$ cat src/rtl/eris_bus_pkg.sv
// Shared timing constants, page-select opcode and link state for the serial ROM bus.
// Latency: n/a (constants and types only).
// Backpressure: n/a.
package eris_bus_pkg;

  localparam int WORD_BITS = 56;            // bit times per word cycle
  localparam int SYNC_T    = WORD_BITS - 1; // bit time where sync is low
  localparam int ADR_T0    = 20;            // first bit time of the ia address field
  localparam int ADR_BITS  = 8;
  localparam int IS_T0     = 45;            // first bit time of the is instruction field
  localparam int IS_BITS   = 10;
  localparam int MARK_T    = 11;            // ROM presence marker bit time on is
  localparam int BT_W      = 6;

  // Instruction low bits that make the ROM switch to page inst[8:7].
  localparam logic [6:0] PAGE_SEL_OP = 7'b0010000;

  typedef logic [BT_W-1:0] bit_time_t;

  // IDLE: no frames. STALL doubles as the undecided state before the
  // address decision at ADR_T0-1, since both keep ia low.
  typedef enum logic [1:0] {
    LINK_IDLE,
    LINK_SEND,
    LINK_STALL
  } link_state_t;

  function automatic bit_time_t bt(input int t);
    return bit_time_t'(t);
  endfunction

endpackage

$ cat src/rtl/ct_rom_link_if.sv
// Bus bundle between the ROM link and its users: address handshake, serial lines, results.
// Latency: n/a (wires only).
// Backpressure: adr_valid/adr_ready handshake, one address taken per word at most.
// Ports: run, adr_i/adr_valid/adr_ready (address in), sync/ia/is (serial ROM lines),
//        inst_o/inst_valid (instruction out), cur_page, link_err (status).
interface ct_rom_link_if;
  logic       run;
  logic [7:0] adr_i;
  logic       adr_valid;
  logic       adr_ready;
  logic       sync;
  logic       ia;
  logic       is;
  logic [9:0] inst_o;
  logic       inst_valid;
  logic [1:0] cur_page;
  logic       link_err;

  modport master (
    input  run, adr_i, adr_valid, is,
    output adr_ready, sync, ia, inst_o, inst_valid, cur_page, link_err
  );

  modport slave (
    output run, adr_i, adr_valid, is,
    input  adr_ready, sync, ia, inst_o, inst_valid, cur_page, link_err
  );
endinterface

$ cat src/rtl/eris_bit_timer.sv
// Word-cycle bit counter (0..55) with sync strobe and decoded bit-time enables.
// Latency: enables are combinational decodes of the registered counter.
// Backpressure: none; the counter parks at 55 while inactive and leaves on run.
// Ports: clk/rst_n; run (sampled at 55), active (link not idle);
//        sync, at_end, at_adr_dec, in_adr, at_mark, in_is, at_is_last.
module eris_bit_timer
  import eris_bus_pkg::*;
(
  input  logic clk,
  input  logic rst_n,
  input  logic run,
  input  logic active,
  output logic sync,
  output logic at_end,
  output logic at_adr_dec,
  output logic in_adr,
  output logic at_mark,
  output logic in_is,
  output logic at_is_last
);

  bit_time_t cnt;

  // Wraps 55 -> 0 only while run is high; otherwise parks at 55.
  always_ff @(posedge clk or negedge rst_n) begin
    if (!rst_n) begin
      cnt <= bt(SYNC_T);
    end else if (cnt == bt(SYNC_T)) begin
      cnt <= run ? '0 : bt(SYNC_T);
    end else begin
      cnt <= cnt + 1'b1;
    end
  end

  assign at_end     = (cnt == bt(SYNC_T));
  assign sync       = !(at_end && active);
  assign at_adr_dec = active && (cnt == bt(ADR_T0 - 1));
  assign in_adr     = active && (cnt >= bt(ADR_T0)) && (cnt <= bt(ADR_T0 + ADR_BITS - 1));
  assign at_mark    = active && (cnt == bt(MARK_T));
  assign in_is      = active && (cnt >= bt(IS_T0)) && (cnt <= bt(IS_T0 + IS_BITS - 1));
  assign at_is_last = active && (cnt == bt(IS_T0 + IS_BITS - 1));

endmodule

$ cat src/rtl/ct_rom_link.sv
// Initiator side of the serial ROM bus: frames words, sends addresses on ia, collects instructions from is.
// Latency: address taken at bit time 19, instruction valid at bit time 55 of the same word (36 cycles).
// Backpressure: adr_ready pulses only at bit time 19 with adr_valid; no valid address -> stall word.
// Ports: cph1 (bit clock), pon_n (async active-low reset), bus (ct_rom_link_if.master).
// Option: ERIS_MARKER_CHECK_EN enables the presence-marker check and the sticky link_err flag.
module ct_rom_link
  import eris_bus_pkg::*;
(
  input  logic                cph1,
  input  logic                pon_n,
  ct_rom_link_if.master       bus
);

  link_state_t state;
  logic [7:0]  shift;
  logic [8:0]  rx;
  logic [9:0]  rx_next;
  logic [9:0]  inst_q;
  logic        inst_vld_q;
  logic [1:0]  page_q;
  logic        word_ok;

  logic sync, at_end, at_adr_dec, in_adr, at_mark, in_is, at_is_last;

  eris_bit_timer u_timer (
    .clk        (cph1),
    .rst_n      (pon_n),
    .run        (bus.run),
    .active     (state != LINK_IDLE),
    .sync       (sync),
    .at_end     (at_end),
    .at_adr_dec (at_adr_dec),
    .in_adr     (in_adr),
    .at_mark    (at_mark),
    .in_is      (in_is),
    .at_is_last (at_is_last)
  );

  // The last instruction bit is taken straight from the line so the whole
  // word is available at bit time 54 and inst_valid can sit on bit time 55.
  assign rx_next = {bus.is, rx};

  always_ff @(posedge cph1 or negedge pon_n) begin
    if (!pon_n) begin
      state      <= LINK_IDLE;
      shift      <= '0;
      rx         <= '0;
      inst_q     <= '0;
      inst_vld_q <= 1'b0;
      page_q     <= '0;
    end else begin
      inst_vld_q <= 1'b0;
      if (in_is) begin
        rx <= rx_next[9:1];
      end
      if (in_adr) begin
        shift <= {1'b0, shift[7:1]};
      end
      if (at_adr_dec) begin
        if (bus.adr_valid) begin
          shift <= bus.adr_i;
          state <= LINK_SEND;
        end else begin
          state <= LINK_STALL;
        end
      end
      if (at_is_last && (state == LINK_SEND) && word_ok) begin
        inst_q     <= rx_next;
        inst_vld_q <= 1'b1;
        // Mirror the ROM page switch it performs on this same instruction.
        if (rx_next[6:0] == PAGE_SEL_OP) begin
          page_q <= rx_next[8:7];
        end
      end
      // New words start undecided; a run drop only takes effect here, so a
      // word already under way always completes.
      if (at_end) begin
        state <= bus.run ? LINK_STALL : LINK_IDLE;
      end
    end
  end

`ifdef ERIS_MARKER_CHECK_EN
  logic mark_bad;
  logic link_err_q;

  always_ff @(posedge cph1 or negedge pon_n) begin
    if (!pon_n) begin
      mark_bad   <= 1'b0;
      link_err_q <= 1'b0;
    end else if (at_end) begin
      mark_bad <= 1'b0;
    end else if (at_mark && !bus.is) begin
      mark_bad   <= 1'b1;
      link_err_q <= 1'b1;
    end
  end

  assign word_ok      = !mark_bad;
  assign bus.link_err = link_err_q;
`else
  wire unused_mark = at_mark;
  assign word_ok      = 1'b1;
  assign bus.link_err = 1'b0;
`endif

  assign bus.sync       = sync;
  assign bus.adr_ready  = at_adr_dec && bus.adr_valid;
  assign bus.ia         = in_adr && (state == LINK_SEND) && shift[0];
  assign bus.inst_o     = inst_q;
  assign bus.inst_valid = inst_vld_q;
  assign bus.cur_page   = page_q;

endmodule

$ cat src/flat_wrapper.sv
// flat-port wrapper written by rule: the top's interface ports become plain ports
module ct_rom_link_flat import eris_bus_pkg::*;
  (cph1, pon_n, bus_run, bus_adr_i, bus_adr_valid, bus_is, bus_adr_ready, bus_sync, bus_ia, bus_inst_o, bus_inst_valid, bus_cur_page, bus_link_err);
  ct_rom_link_if bus_i ();
  input  logic cph1;
  input  logic pon_n;
  input wire logic [$bits(bus_i.run)-1:0] bus_run;
  input wire logic [$bits(bus_i.adr_i)-1:0] bus_adr_i;
  input wire logic [$bits(bus_i.adr_valid)-1:0] bus_adr_valid;
  input wire logic [$bits(bus_i.is)-1:0] bus_is;
  output wire logic [$bits(bus_i.adr_ready)-1:0] bus_adr_ready;
  output wire logic [$bits(bus_i.sync)-1:0] bus_sync;
  output wire logic [$bits(bus_i.ia)-1:0] bus_ia;
  output wire logic [$bits(bus_i.inst_o)-1:0] bus_inst_o;
  output wire logic [$bits(bus_i.inst_valid)-1:0] bus_inst_valid;
  output wire logic [$bits(bus_i.cur_page)-1:0] bus_cur_page;
  output wire logic [$bits(bus_i.link_err)-1:0] bus_link_err;
  assign bus_i.run = bus_run;
  assign bus_i.adr_i = bus_adr_i;
  assign bus_i.adr_valid = bus_adr_valid;
  assign bus_i.is = bus_is;
  assign bus_adr_ready = bus_i.adr_ready;
  assign bus_sync = bus_i.sync;
  assign bus_ia = bus_i.ia;
  assign bus_inst_o = bus_i.inst_o;
  assign bus_inst_valid = bus_i.inst_valid;
  assign bus_cur_page = bus_i.cur_page;
  assign bus_link_err = bus_i.link_err;
  ct_rom_link u_core (.cph1(cph1), .pon_n(pon_n), .bus(bus_i));
endmodule
$ cat config.mk
export PLATFORM = sky130hd
export DESIGN_NAME = ct_rom_link_flat
export DESIGN_NICKNAME = d
export VERILOG_FILES = /design/src/rtl/eris_bus_pkg.sv /design/src/rtl/ct_rom_link_if.sv /design/src/rtl/eris_bit_timer.sv /design/src/rtl/ct_rom_link.sv /design/src/flat_wrapper.sv
export SDC_FILE = /design/constraint.sdc
export NUM_CORES = 1
export LEC_CHECK = 0
export BUFFER_PORTS_ARGS = -buffer_cell sky130_fd_sc_hd__buf_2
export CAP_MARGIN = 10
export CORE_UTILIZATION = 59
export CTS_BUF_LIST = sky130_fd_sc_hd__clkbuf_16
export CTS_CLUSTER_SIZE = 10
export DETAILED_ROUTE_END_ITERATION = 10
export PLACE_DENSITY = 0.91
export SYNTH_ARGS = -nofsm -noshare
export SYNTH_HDL_FRONTEND = slang
export SYNTH_SLANG_ARGS = --single-unit
$ cat constraint.sdc
create_clock -name cph1 -period 5.48 [get_ports cph1]
set_input_delay 1.096 -clock cph1 [delete_from_list [all_inputs] [get_ports cph1]]
set_output_delay 1.096 -clock cph1 [all_outputs]
set_load 0.05 [all_outputs]
After elaboration in Yosys (flattened, before gate mapping)

Cells that the tools add are included.

Input bits: 13
Register bits: 38
Logic and storage cells: 42

Multiplexer cells: 10
Equality and inequality tests: 5
Order comparisons: 4
$add $sub $neg: 1
Reductions and logical operators: 15

Operator list:

| kind                | number |
|---|---|
| $mux 8              | 3 |
| $eq 6x6->1 const B  | 2 |
| $mux 6              | 2 |
| $logic_and 1x1->1   | 11 |
| $mux 2              | 4 |
| $eq 7x5->1 const B  | 1 |
| $add 6x1->6 const B | 1 |
| $eq 6x5->1 const B  | 1 |
| $ge 6x5->1 const B  | 1 |
| $ge 6x6->1 const B  | 1 |
| $le 6x5->1 const B  | 1 |
| $le 6x6->1 const B  | 1 |
| $reduce_bool 2->1   | 2 |
| $eq 2x1->1 const B  | 1 |
| $reduce_and 2->1    | 1 |
| $logic_not 1->1     | 1 |
| $mux 1              | 1 |

Depth between registers and ports, before layout

Gate-level depths: netlist of the first run.

Word-level depth: 6
Depth in mapped cells: 6

Cells and area by module

From an unflattened synthesis of the first run, not the netlist that was laid out.

Cell total of the unflattened synthesis: 149
Area total of the unflattened synthesis: 1790.5 um^2

Modules (own cells, without submodules):

| module         | cells each | instances | area an instance (um^2) |
|---|---|---|---|
| ct_rom_link    | 98         | 1         | 1315.0 |
| eris_bit_timer | 51         | 1         | 475.5 |

Least setup slack after synthesis of the first run

Ideal clock, no wire load.

Path kind: input -> output
From: input bus_adr_valid
To: output bus_adr_ready
Stages on the path: 3
Arrival time: 1798 ps
Path buffers: 0
Slack: 2586 ps
Path through: and4bb_1 > nand3_2 > clkinv_1

Longest elaborated chain between the ends: 1

RTL lines:

| item              | RTL line           | text |
|---|---|---|
| from (decl)       | flat_wrapper.sv:9  | `input wire logic [$bits(bus_i.adr_valid)-1:0] bus_adr_valid;` |
| $logic_and 1x1->1 | ct_rom_link.sv:108 | `assign bus.adr_ready = at_adr_dec && bus.adr_valid;` |
| to (decl)         | flat_wrapper.sv:11 | `output wire logic [$bits(bus_i.adr_ready)-1:0] bus_adr_ready;` |

Every way passes these cells.

Final worst setup path of the first run

From: register u_core.u_timer.cnt[0]
To: output bus_ia

Longest elaborated chain between the ends: 5
Elaborated cells between the ends (all ways): 6

RTL lines:

| item                               | RTL line             | text |
|---|---|---|
| from (decl)                        | eris_bit_timer.sv:22 | `bit_time_t cnt;` |
| from (signal assigned)             | eris_bit_timer.sv:27 | `cnt <= bt(SYNC_T);` |
| from (signal assigned)             | eris_bit_timer.sv:29 | `cnt <= run ? '0 : bt(SYNC_T);` |
| from (signal assigned)             | eris_bit_timer.sv:31 | `cnt <= cnt + 1'b1;` |
| $ge 6x5->1                         | eris_bit_timer.sv:38 | `assign in_adr = active && (cnt >= bt(ADR_T0)) && (cnt <= bt(ADR_T0 + ADR_BITS - 1));` |
| $logic_and 1x1->1                  | eris_bit_timer.sv:38 |  |
| $logic_and 1x1->1 (*)              | eris_bit_timer.sv:38 |  |
| $logic_and 1x1->1 (*) (2 in a row) | ct_rom_link.sv:109   | `assign bus.ia = in_adr && (state == LINK_SEND) && shift[0];` |
| to (decl)                          | flat_wrapper.sv:13   | `output wire logic [$bits(bus_i.ia)-1:0] bus_ia;` |

Every way passes the cells marked *; elsewhere a longest branch is shown, timed or not.

==> results of run 1 <==
## power breakdown
group / leakage [nW] / internal (W) / total [W] / switching, W
logic: 0.516 / 0.000126 / 0.000292 / 0.000166
registers: 0.503 / 0.000364 / 0.000442 / 0.0000782
clock network: 0.0672 / 0.000166 / 0.000276 / 0.000110
total: 1.09 / 0.000656 / 0.00101 / 0.000354
## final timing paths
kind	startpoint	endpoint	cells past startpoint
min in group asynchronous	pon_n	u_core.shift[0]	1
max reg2reg	u_core.u_timer.cnt[4]	u_core.bus.cur_page[0]	4
max in group asynchronous	pon_n	u_core.rx[6]	1
max	u_core.u_timer.cnt[0]	bus_ia	6
min	u_core.bus.inst_o[5]	u_core.bus.inst_o[5]	1
min reg2reg	u_core.bus.inst_o[5]	u_core.bus.inst_o[5]	1
## flip-flops by register name (all words and copies together), names as in the netlist
signal                 cells
u_core.bus.inst_valid      1
u_core.shift               8
u_core.u_timer.cnt         6
u_core.bus.cur_page        2
u_core.bus.inst_o         10
u_core.state               2
u_core.rx                  9
## cells in the final DEF (no fill, tap or decap), drive strengths merged, types with 3 or more instances in the layout
cell type and n:
nor2 9, ha 5, mux2 21, dfstp 5, inv 3, nand2 6, clkinv 3, a21oi 6
o21ai 4, buf 28, a221o 7, dfrtp 33, clkbuf 5, o211a 6, nand3 4
## layout make-up
type / instances / area share
sequential: 38 / 0.4595
multi-input combinational: 94 / 0.3796
clock inverter: 3 / 0.007808
inverter: 4 / 0.007207
timing repair buffer: 28 / 0.06727
tap: 31 / 0.01862
clock buffer: 5 / 0.06006
## metal layers
metal	GRT usage	vias up	wire, um
met2	0.3966	46	1777
met5	0	-	0
li1	-	571	-
met3	0.09070	11	218
met4	0.09756	0	89
met1	0.3266	611	1556
## cell families (layout without fill, tap and decap cells)
| logic type | after synthesis | after routing | synth area share |
|---|---|---|---|
| AOI/OAI and AO/OA | 29 | 29 | 0.1386 |
| xor gates and xnor gates | 1 | 1 | 0.004852 |
| adders and majority gates | 5 | 5 | 0.03465 |
| buffers and inverters | 9 | 40 | 0.03187 |
| DFF | 38 | 38 | 0.5301 |
| muxes | 22 | 22 | 0.1365 |
| other | 1 | 1 | 0.002077 |
| and+or+nand+nor | 36 | 36 | 0.1213 |
## per-stage QoR
stage,instances,util,total power [W]
after floorplan,141,-,0.0006596
after global placement,195,0.6864,0.0007025
after detailed placement,195,0.6864,0.0007290
after CTS,203,0.7364,0.001008
after global routing,203,0.7364,0.001063
final,203,0.7364,0.001010
## critical path, stage by stage (launching register included)
cell,delay (ns)
sky130_fd_sc_hd__dfstp_2,0.60
sky130_fd_sc_hd__ha_1,0.23
sky130_fd_sc_hd__nand2b_1,0.17
sky130_fd_sc_hd__a21oi_4,0.11
sky130_fd_sc_hd__nor2_2,0.28
sky130_fd_sc_hd__and4b_1,0.23
sky130_fd_sc_hd__buf_2,0.26
==> flow_summary.html, run 1 <==
<table>
<tr><th>Metric</th><th>Value</th></tr>
<tr><th colspan="2">Final layout</th></tr>
<tr><td>Post-Layout Inst Area</td><td>0.002083 mm2</td></tr>
<tr><td>Total of fill cells in the finished design</td><td>183</td></tr>
<tr><td>Total number of nets in the final design</td><td>189</td></tr>
<tr><td>Antenna diode count</td><td>0</td></tr>
<tr><td>Area of the multi-input gates</td><td>790.8 um2</td></tr>
<tr><td>Synth-to-layout area growth</td><td>15.38%</td></tr>
<tr><td>Reg area</td><td>957.2 um2</td></tr>
<tr><td>Fraction of final layout cells with drive strength greater than 1</td><td>0.3895</td></tr>
<tr><th colspan="2">GRT</th></tr>
<tr><td>Global-route wire length before repair</td><td>6023 um</td></tr>
<tr><td>Initial antenna violation count</td><td>0</td></tr>
<tr><td>Total congestion overflow after global routing</td><td>0</td></tr>
<tr><td>Maximum number of pins on one net before global-route repair</td><td>39</td></tr>
<tr><td>Overall track demand over capacity in global routing</td><td>0.2534</td></tr>
<tr><td>Via count of the first global-routing pass</td><td>1225</td></tr>
<tr><th colspan="2">Clocking</th></tr>
<tr><td>Reg clk slew, reported paths</td><td>0.05 ns</td></tr>
<tr><td>Maximum buffer depth of the clock tree</td><td>2</td></tr>
<tr><td>Post-cts sizing count</td><td>0</td></tr>
<tr><td>Number of levels in the clock H-tree</td><td>2</td></tr>
<tr><td>Clock buffers created by TritonCTS</td><td>5</td></tr>
<tr><td>Clock Sinks</td><td>38</td></tr>
<tr><td>TritonCTS clock tree</td><td>yes</td></tr>
<tr><td>Hold_buf cts</td><td>0</td></tr>
<tr><td>CTS root buf</td><td>sky130_fd_sc_hd__clkbuf_16</td></tr>
<tr><td>Setup Fix Bufs, Post-CTS</td><td>0</td></tr>
<tr><td>Clk_lat worst skew</td><td>0.28 ns</td></tr>
<tr><th colspan="2">Placement</th></tr>
<tr><td>Count of buffers from port buffering</td><td>28</td></tr>
<tr><td>Final RePlAce weighted congestion</td><td>0.9234</td></tr>
<tr><td>Placement Setup Slack</td><td>2.267 ns</td></tr>
<tr><td>HPWL after detailed placement</td><td>2522 um</td></tr>
<tr><td>Post-Place Cell Area</td><td>0.001942 mm2</td></tr>
<tr><th colspan="2">Floorplanning</th></tr>
<tr><td>Die width</td><td>57.32 um</td></tr>
<tr><td>Site Rows</td><td>19</td></tr>
<tr><td>Starting density of the core</td><td>0.6382</td></tr>
<tr><td>Io pins</td><td>30</td></tr>
<tr><td>Die Span Y</td><td>57.32 um</td></tr>
<tr><td>Core Area</td><td>0.002829 mm2</td></tr>
<tr><td>Floorplan die area</td><td>0.003286 mm2</td></tr>
<tr><th colspan="2">Timing</th></tr>
<tr><td>Headroom to the max-slew limit</td><td>0.3859</td></tr>
<tr><td>Final hold slack</td><td>0.4984 ns</td></tr>
<tr><td>Final Hold Violating Endpoints</td><td>0</td></tr>
<tr><td>Least-Margin Pin Slew</td><td>0.9161 ns</td></tr>
<tr><td>PnR worst setup slack</td><td>2.212 ns</td></tr>
<tr><td>Unrepaired setup endpoints after global routing</td><td>no</td></tr>
<tr><td>Accumulated negative setup slack</td><td>0 ns</td></tr>
<tr><td>Min cycle time layout</td><td>3.268 ns</td></tr>
<tr><td>Final setup fails</td><td>0</td></tr>
<tr><td>Final Cycle Share</td><td>0.5963</td></tr>
<tr><td>Layout Skew</td><td>0.003858 ns</td></tr>
<tr><td>Number of pins exceeding their max-slew limit in the final report</td><td>0</td></tr>
<tr><td>Upper clock frequency limit</td><td>0.3060 GHz</td></tr>
<tr><th colspan="2">Yosys</th></tr>
<tr><td>Library cell with the highest instance count after synthesis</td><td>sky130_fd_sc_hd__dfrtp_1</td></tr>
<tr><td>Post-Synthesis Mean Instance Area</td><td>12.80 um2</td></tr>
<tr><td>List of most frequent post-synthesis cells</td><td>sky130_fd_sc_hd__dfrtp_1 (33), sky130_fd_sc_hd__mux2_2 (18), sky130_fd_sc_hd__nor2_1 (8)</td></tr>
<tr><td>Synth warn</td><td>0</td></tr>
<tr><td>Unique masters post-synth</td><td>44</td></tr>
<tr><td>Share of async-settable or async-resettable flops after synthesis</td><td>1.000</td></tr>
<tr><td>Post-synthesis net count</td><td>159</td></tr>
<tr><td>Top_reg_cell synth</td><td>sky130_fd_sc_hd__dfrtp_1</td></tr>
<tr><td>Synthesized netlist cell count</td><td>141</td></tr>
<tr><td>Number of synthesized flops with an enable pin</td><td>0</td></tr>
<tr><td>FF+latch count, synth</td><td>38</td></tr>
<tr><td>Post-synthesis instance area</td><td>0.001805 mm2</td></tr>
<tr><td>Main area contributors after synthesis</td><td>sky130_fd_sc_hd__dfrtp_1 (46%), sky130_fd_sc_hd__mux2_2 (11%), sky130_fd_sc_hd__dfstp_2 (7.3%), sky130_fd_sc_hd__a221o_1 (3.9%), sky130_fd_sc_hd__ha_1 (3.5%)</td></tr>
<tr><td>Share of the synthesized area in the top cell type</td><td>0.4574</td></tr>
<tr><td>Largest area contributor in the synthesized netlist</td><td>sky130_fd_sc_hd__dfrtp_1</td></tr>
<tr><td>Part of the Yosys area used for sequential elements</td><td>0.5301</td></tr>
<tr><th colspan="2">Drt</th></tr>
<tr><td>Initial drt markers</td><td>142</td></tr>
<tr><td>Detailed-route via count</td><td>1239</td></tr>
<tr><td>Number of remaining DRC errors</td><td>3</td></tr>
<tr><td>Number of iterations in the first detailed-routing pass</td><td>7</td></tr>
<tr><td>Vias per inst</td><td>6.103</td></tr>
<tr><td>Antenna-violating nets left</td><td>0</td></tr>
<tr><td>Total wire length</td><td>3642 um</td></tr>
<tr><td>Wire length per cell after detailed routing</td><td>17.94 um</td></tr>
<tr><th colspan="2">Setup path</th></tr>
<tr><td>Worst reg-to-reg setup slack</td><td>3.14 ns</td></tr>
<tr><td>Peak fanout along the critical path</td><td>9</td></tr>
<tr><td>Setup CP Type</td><td>register to output port</td></tr>
<tr><td>Startpoint type of the worst setup path</td><td>register</td></tr>
<tr><td>Type of element capturing the critical path</td><td>output port</td></tr>
<tr><td>WP data required</td><td>4.38 ns</td></tr>
<tr><td>Crit path DAT</td><td>2.17 ns</td></tr>
<tr><th colspan="2">Run status</th></tr>
<tr><td>Status</td><td>complete, but fails checks</td></tr>
<tr><td>Failing checks</td><td>DRC</td></tr>
<tr><th colspan="2">Power</th></tr>
<tr><td>Ratio of total power to cell area</td><td>484.8 mW/mm2</td></tr>
<tr><td>Peak supply drop</td><td>276.0 uV</td></tr>
<tr><td>Cell leakage power</td><td>1.086 nW</td></tr>
<tr><th colspan="2">Worst hold path</th></tr>
<tr><td>Class of the most critical hold timing path</td><td>register to register</td></tr>
<tr><th colspan="2">Flow run</th></tr>
<tr><td>Maxcap violations</td><td>0</td></tr>
</table>
(Power assumes the default switching activity.)
==> run 2, diff against run 1 <==
--- a/config.mk
+++ b/config.mk
@@ -5,13 +5,14 @@
 export SDC_FILE = /design/constraint.sdc
 export NUM_CORES = 1
 export LEC_CHECK = 0
+export ABC_AREA = 1
 export BUFFER_PORTS_ARGS = -buffer_cell sky130_fd_sc_hd__buf_2
 export CAP_MARGIN = 10
-export CORE_UTILIZATION = 59
+export CORE_UTILIZATION = 56
 export CTS_BUF_LIST = sky130_fd_sc_hd__clkbuf_16
 export CTS_CLUSTER_SIZE = 10
 export DETAILED_ROUTE_END_ITERATION = 10
-export PLACE_DENSITY = 0.91
+export PLACE_DENSITY = 0.87
 export SYNTH_ARGS = -nofsm -noshare
 export SYNTH_HDL_FRONTEND = slang
 export SYNTH_SLANG_ARGS = --single-unit
==> constraint.sdc (replaced) <==
create_clock -name cph1 -period 3.33 [get_ports cph1]
set_input_delay 0.666 -clock cph1 [delete_from_list [all_inputs] [get_ports cph1]]
set_output_delay 0.666 -clock cph1 [all_outputs]
set_load 0.05 [all_outputs]
==> run 2 against run 1 <==
Effect of this change:
- the flow now finishes without violations
- register-to-register slack worse by 1.5 ns
- total power up 110%
- non-clock buffer count unchanged
- die area up 14%
- combinational power rose to 2.6 times the previous value
- sequential share of layout area down 4.1 points
- worst setup slack worse by 1.6 ns
- global-route usage down 3.0 points
- routed wire length down 2.9%
- clock power up 120%
- critical path depth up 2
- clock skew up 0.00099 ns
==> flow_summary.html, run 2 <==
<table>
<tr><th>Metric</th><th>Value</th></tr>
<tr><th colspan="2">Yosys</th></tr>
<tr><td>Synth warn</td><td>0</td></tr>
<tr><td>List of most frequent post-synthesis cells</td><td>sky130_fd_sc_hd__nand2_1 (64), sky130_fd_sc_hd__dfrtp_1 (33), sky130_fd_sc_hd__inv_1 (30)</td></tr>
<tr><td>Post-synthesis net count</td><td>242</td></tr>
<tr><td>FF+latch count, synth</td><td>38</td></tr>
<tr><td>Top_reg_cell synth</td><td>sky130_fd_sc_hd__dfrtp_1</td></tr>
<tr><td>Part of the Yosys area used for sequential elements</td><td>0.4882</td></tr>
<tr><td>Main area contributors after synthesis</td><td>sky130_fd_sc_hd__dfrtp_1 (42%), sky130_fd_sc_hd__nand2_1 (12%), sky130_fd_sc_hd__dfstp_2 (6.7%), sky130_fd_sc_hd__o21ai_2 (5.8%), sky130_fd_sc_hd__inv_1 (5.7%)</td></tr>
<tr><td>Post-Synthesis Mean Instance Area</td><td>8.753 um2</td></tr>
<tr><td>Largest area contributor in the synthesized netlist</td><td>sky130_fd_sc_hd__dfrtp_1</td></tr>
<tr><td>Unique masters post-synth</td><td>29</td></tr>
<tr><td>Number of synthesized flops with an enable pin</td><td>0</td></tr>
<tr><td>Post-synthesis instance area</td><td>0.001961 mm2</td></tr>
<tr><td>Share of the synthesized area in the top cell type</td><td>0.4212</td></tr>
<tr><td>Library cell with the highest instance count after synthesis</td><td>sky130_fd_sc_hd__nand2_1</td></tr>
<tr><td>Share of async-settable or async-resettable flops after synthesis</td><td>1.000</td></tr>
<tr><td>Synthesized netlist cell count</td><td>224</td></tr>
<tr><th colspan="2">Floorplanning</th></tr>
<tr><td>Die Span Y</td><td>61.17 um</td></tr>
<tr><td>Site Rows</td><td>21</td></tr>
<tr><td>Io pins</td><td>30</td></tr>
<tr><td>Floorplan die area</td><td>0.003742 mm2</td></tr>
<tr><td>Die width</td><td>61.17 um</td></tr>
<tr><td>Starting density of the core</td><td>0.5876</td></tr>
<tr><td>Core Area</td><td>0.003337 mm2</td></tr>
<tr><th colspan="2">Setup path</th></tr>
<tr><td>Type of element capturing the critical path</td><td>output port</td></tr>
<tr><td>Worst reg-to-reg setup slack</td><td>1.64 ns</td></tr>
<tr><td>Peak fanout along the critical path</td><td>9</td></tr>
<tr><td>Critical Path Start</td><td>u_core.u_timer.cnt[0]</td></tr>
<tr><td>Startpoint type of the worst setup path</td><td>register</td></tr>
<tr><td>WP data required</td><td>2.66 ns</td></tr>
<tr><td>Reg2reg end</td><td>u_core.rx[0]</td></tr>
<tr><td>Setup CP Type</td><td>register to output port</td></tr>
<tr><td>End of the critical path</td><td>bus_ia</td></tr>
<tr><td>Cell depth of the worst flop-to-flop path</td><td>8</td></tr>
<tr><td>Launching point of the worst reg2reg path</td><td>u_core.u_timer.cnt[0]</td></tr>
<tr><td>Crit path DAT</td><td>2.01 ns</td></tr>
<tr><th colspan="2">Power</th></tr>
<tr><td>Ratio of total power to cell area</td><td>922.3 mW/mm2</td></tr>
<tr><td>Peak supply drop</td><td>442.0 uV</td></tr>
<tr><td>Share of total power in the clock network</td><td>0.287</td></tr>
<tr><td>Portion of total power attributed to sequential cells</td><td>0.353</td></tr>
<tr><td>Power dissipated by switching net loads</td><td>0.0008029 W</td></tr>
<tr><td>Design internal power</td><td>0.001306 W</td></tr>
<tr><td>Cell leakage power</td><td>1.213 nW</td></tr>
<tr><td>Part of the power in combinational logic</td><td>0.360</td></tr>
<tr><td>Switch share</td><td>0.3808</td></tr>
<tr><th colspan="2">Clocking</th></tr>
<tr><td>Reg clk slew, reported paths</td><td>0.05 ns</td></tr>
<tr><td>Maximum buffer depth of the clock tree</td><td>2</td></tr>
<tr><td>Post-cts sizing count</td><td>0</td></tr>
<tr><td>Setup Fix Bufs, Post-CTS</td><td>0</td></tr>
<tr><td>Clk_lat worst skew</td><td>0.28 ns</td></tr>
<tr><td>CTS root buf</td><td>sky130_fd_sc_hd__clkbuf_16</td></tr>
<tr><td>TritonCTS clock tree</td><td>yes</td></tr>
<tr><td>Clock buffers created by TritonCTS</td><td>5</td></tr>
<tr><td>Clock Sinks</td><td>38</td></tr>
<tr><td>Hold_buf cts</td><td>0</td></tr>
<tr><td>Number of levels in the clock H-tree</td><td>2</td></tr>
<tr><th colspan="2">Timing</th></tr>
<tr><td>Final Hold Violating Endpoints</td><td>0</td></tr>
<tr><td>Min cycle time layout</td><td>2.681 ns</td></tr>
<tr><td>PnR worst setup slack</td><td>0.6494 ns</td></tr>
<tr><td>Upper clock frequency limit</td><td>0.3730 GHz</td></tr>
<tr><td>Layout Skew</td><td>0.004847 ns</td></tr>
<tr><td>Final setup fails</td><td>0</td></tr>
<tr><td>Final Cycle Share</td><td>0.8050</td></tr>
<tr><td>Accumulated negative setup slack</td><td>0 ns</td></tr>
<tr><td>Number of pins exceeding their max-slew limit in the final report</td><td>0</td></tr>
<tr><td>Headroom to the max-slew limit</td><td>0.4676</td></tr>
<tr><td>Least-Margin Pin Slew</td><td>0.7985 ns</td></tr>
<tr><td>Unrepaired setup endpoints after global routing</td><td>no</td></tr>
<tr><th colspan="2">Drt</th></tr>
<tr><td>Number of iterations in the first detailed-routing pass</td><td>4</td></tr>
<tr><td>Number of remaining DRC errors</td><td>0</td></tr>
<tr><td>Antenna-violating nets left</td><td>0</td></tr>
<tr><td>Vias per inst</td><td>5.066</td></tr>
<tr><td>Initial drt markers</td><td>114</td></tr>
<tr><td>Wire length per cell after detailed routing</td><td>11.75 um</td></tr>
<tr><td>Total wire length</td><td>3537 um</td></tr>
<tr><td>Detailed-route via count</td><td>1525</td></tr>
<tr><th colspan="2">Final layout</th></tr>
<tr><td>Max FFs per register</td><td>10</td></tr>
<tr><td>Most frequent cells in the layout</td><td>sky130_fd_sc_hd__nand2_1 (64), sky130_fd_sc_hd__dfrtp_1 (33), sky130_fd_sc_hd__inv_1 (30)</td></tr>
<tr><td>Synth-to-layout area growth</td><td>16.59%</td></tr>
<tr><td>Fin cells</td><td>301</td></tr>
<tr><td>Total number of nets in the final design</td><td>272</td></tr>
<tr><td>Antenna diode count</td><td>0</td></tr>
<tr><td>Fraction of final layout cells with drive strength greater than 1</td><td>0.2980</td></tr>
<tr><td>Most common library cell in the layout ignoring fill and taps</td><td>sky130_fd_sc_hd__nand2_1</td></tr>
<tr><td>Total of fill cells in the finished design</td><td>261</td></tr>
<tr><th colspan="2">Run status</th></tr>
<tr><td>Status</td><td>completed</td></tr>
<tr><th colspan="2">GRT</th></tr>
<tr><td>Global-route wire length before repair</td><td>5789 um</td></tr>
<tr><td>Overall track demand over capacity in global routing</td><td>0.2238</td></tr>
<tr><td>Total congestion overflow after global routing</td><td>0</td></tr>
<tr><td>Maximum number of pins on one net before global-route repair</td><td>39</td></tr>
<tr><td>Via count of the first global-routing pass</td><td>1324</td></tr>
<tr><td>Initial antenna violation count</td><td>0</td></tr>
<tr><th colspan="2">Worst hold path</th></tr>
<tr><td>Class of the most critical hold timing path</td><td>primary input to async pin</td></tr>
<tr><th colspan="2">Placement</th></tr>
<tr><td>HPWL after detailed placement</td><td>2376 um</td></tr>
<tr><td>Placement Setup Slack</td><td>1.056 ns</td></tr>
<tr><td>Post-placement cell count</td><td>293</td></tr>
<tr><td>Count of buffers from port buffering</td><td>28</td></tr>
<tr><td>Final RePlAce weighted congestion</td><td>0.7697</td></tr>
<tr><th colspan="2">Flow run</th></tr>
<tr><td>Maxcap violations</td><td>0</td></tr>
</table>
-- run 2: cell count changes in the layout (fill, tap and decap cells not counted), sizes merged, moves of 7 or more --
cell,delta
nand2,+67
inv,+32
o21ai,+22
mux2,-21
nand3,+17
a221o,-7
-- run 2: power groups by stage --
| stage | Sequential [W] | Clock [W] | Combinational, W |
|---|---|---|---|
| after detailed placement | 0.000750 | 0 | 0.000743 |
| final | 0.000743 | 0.000605 | 0.000760 |
| after global placement | 0.000742 | 0 | 0.000718 |
| after floorplan | 0.000760 | 0 | 0.000607 |
| after CTS | 0.000744 | 0.000614 | 0.000764 |
| after global routing | 0.000765 | 0.000637 | 0.000869 |
-- run 2: critical path, stage by stage, from the launching register on --
cell                      delay (ns)
sky130_fd_sc_hd__dfstp_2        0.58
sky130_fd_sc_hd__ha_1           0.16
sky130_fd_sc_hd__inv_1          0.05
sky130_fd_sc_hd__nand2_1        0.05
sky130_fd_sc_hd__nor2_1         0.06
sky130_fd_sc_hd__nor2_4         0.20
sky130_fd_sc_hd__nand2_4        0.12
sky130_fd_sc_hd__nor3_1         0.19
sky130_fd_sc_hd__buf_2          0.31
-- run 2: cell type report --
cell class,instances,area [um2],area share
clock inverters,3,63.81,0.02791
multi-input cells,145,805.8,0.3525
well taps,46,57.56,0.02518
clock buffers,5,125.1,0.05473
repair buffers,28,140.1,0.06130
flip-flops and latches,38,957.2,0.4187
inverters,36,136.4,0.05966
-- run 2: worst min-delay path by stage --
stage,startpoint,to,slack (ns),cells past startpoint
floorplan,pon_n,u_core.bus.cur_page[0],0.37,0
global placement,u_core.bus.inst_o[1],u_core.bus.inst_o[1],0.46,2
detailed placement,u_core.bus.inst_o[0],u_core.bus.inst_o[0],0.46,2
CTS,u_core.bus.inst_o[0],u_core.bus.inst_o[0],0.48,2
global route,u_core.bus.inst_o[8],u_core.bus.inst_o[8],0.50,2
finish,pon_n,u_core.bus.inst_o[9],0.47,1
-- run 2: logic make-up (layout without fill, tap and decap cells) --
| kind of cell | after synthesis | in the layout | synth area share |
|---|---|---|---|
| simple gates | 111 | 111 | 0.2751 |
| buf+inv | 41 | 72 | 0.1008 |
| other cells | 1 | 1 | 0.001913 |
| flops | 38 | 38 | 0.4882 |
| fa+ha+maj | 5 | 5 | 0.03191 |
| xor+xnor | 1 | 1 | 0.004468 |
| compound gates | 27 | 27 | 0.09764 |
-- run 2: stage by stage --
stage | hold slack, ns | util | instance area, um2 | total power, W
global route | 0.5047 | 0.6850 | 2286 | 0.002270
floorplan | 0.3704 | - | 1961 | 0.001367
CTS | 0.4786 | 0.6850 | 2286 | 0.002122
detailed placement | 0.4640 | 0.6284 | 2097 | 0.001494
global placement | 0.4604 | 0.6284 | 2097 | 0.001460
finish | 0.4729 | 0.6850 | 2286 | 0.002108
-- run 2: routing by layer --
layer  vias up  part of all wire  track usage
li1        750                 -            -
met1       712              0.42       0.2649
met2        59              0.51       0.3649
met3         4             0.051      0.06933
met4         0             0.019       0.1201
met5         -                 0            0
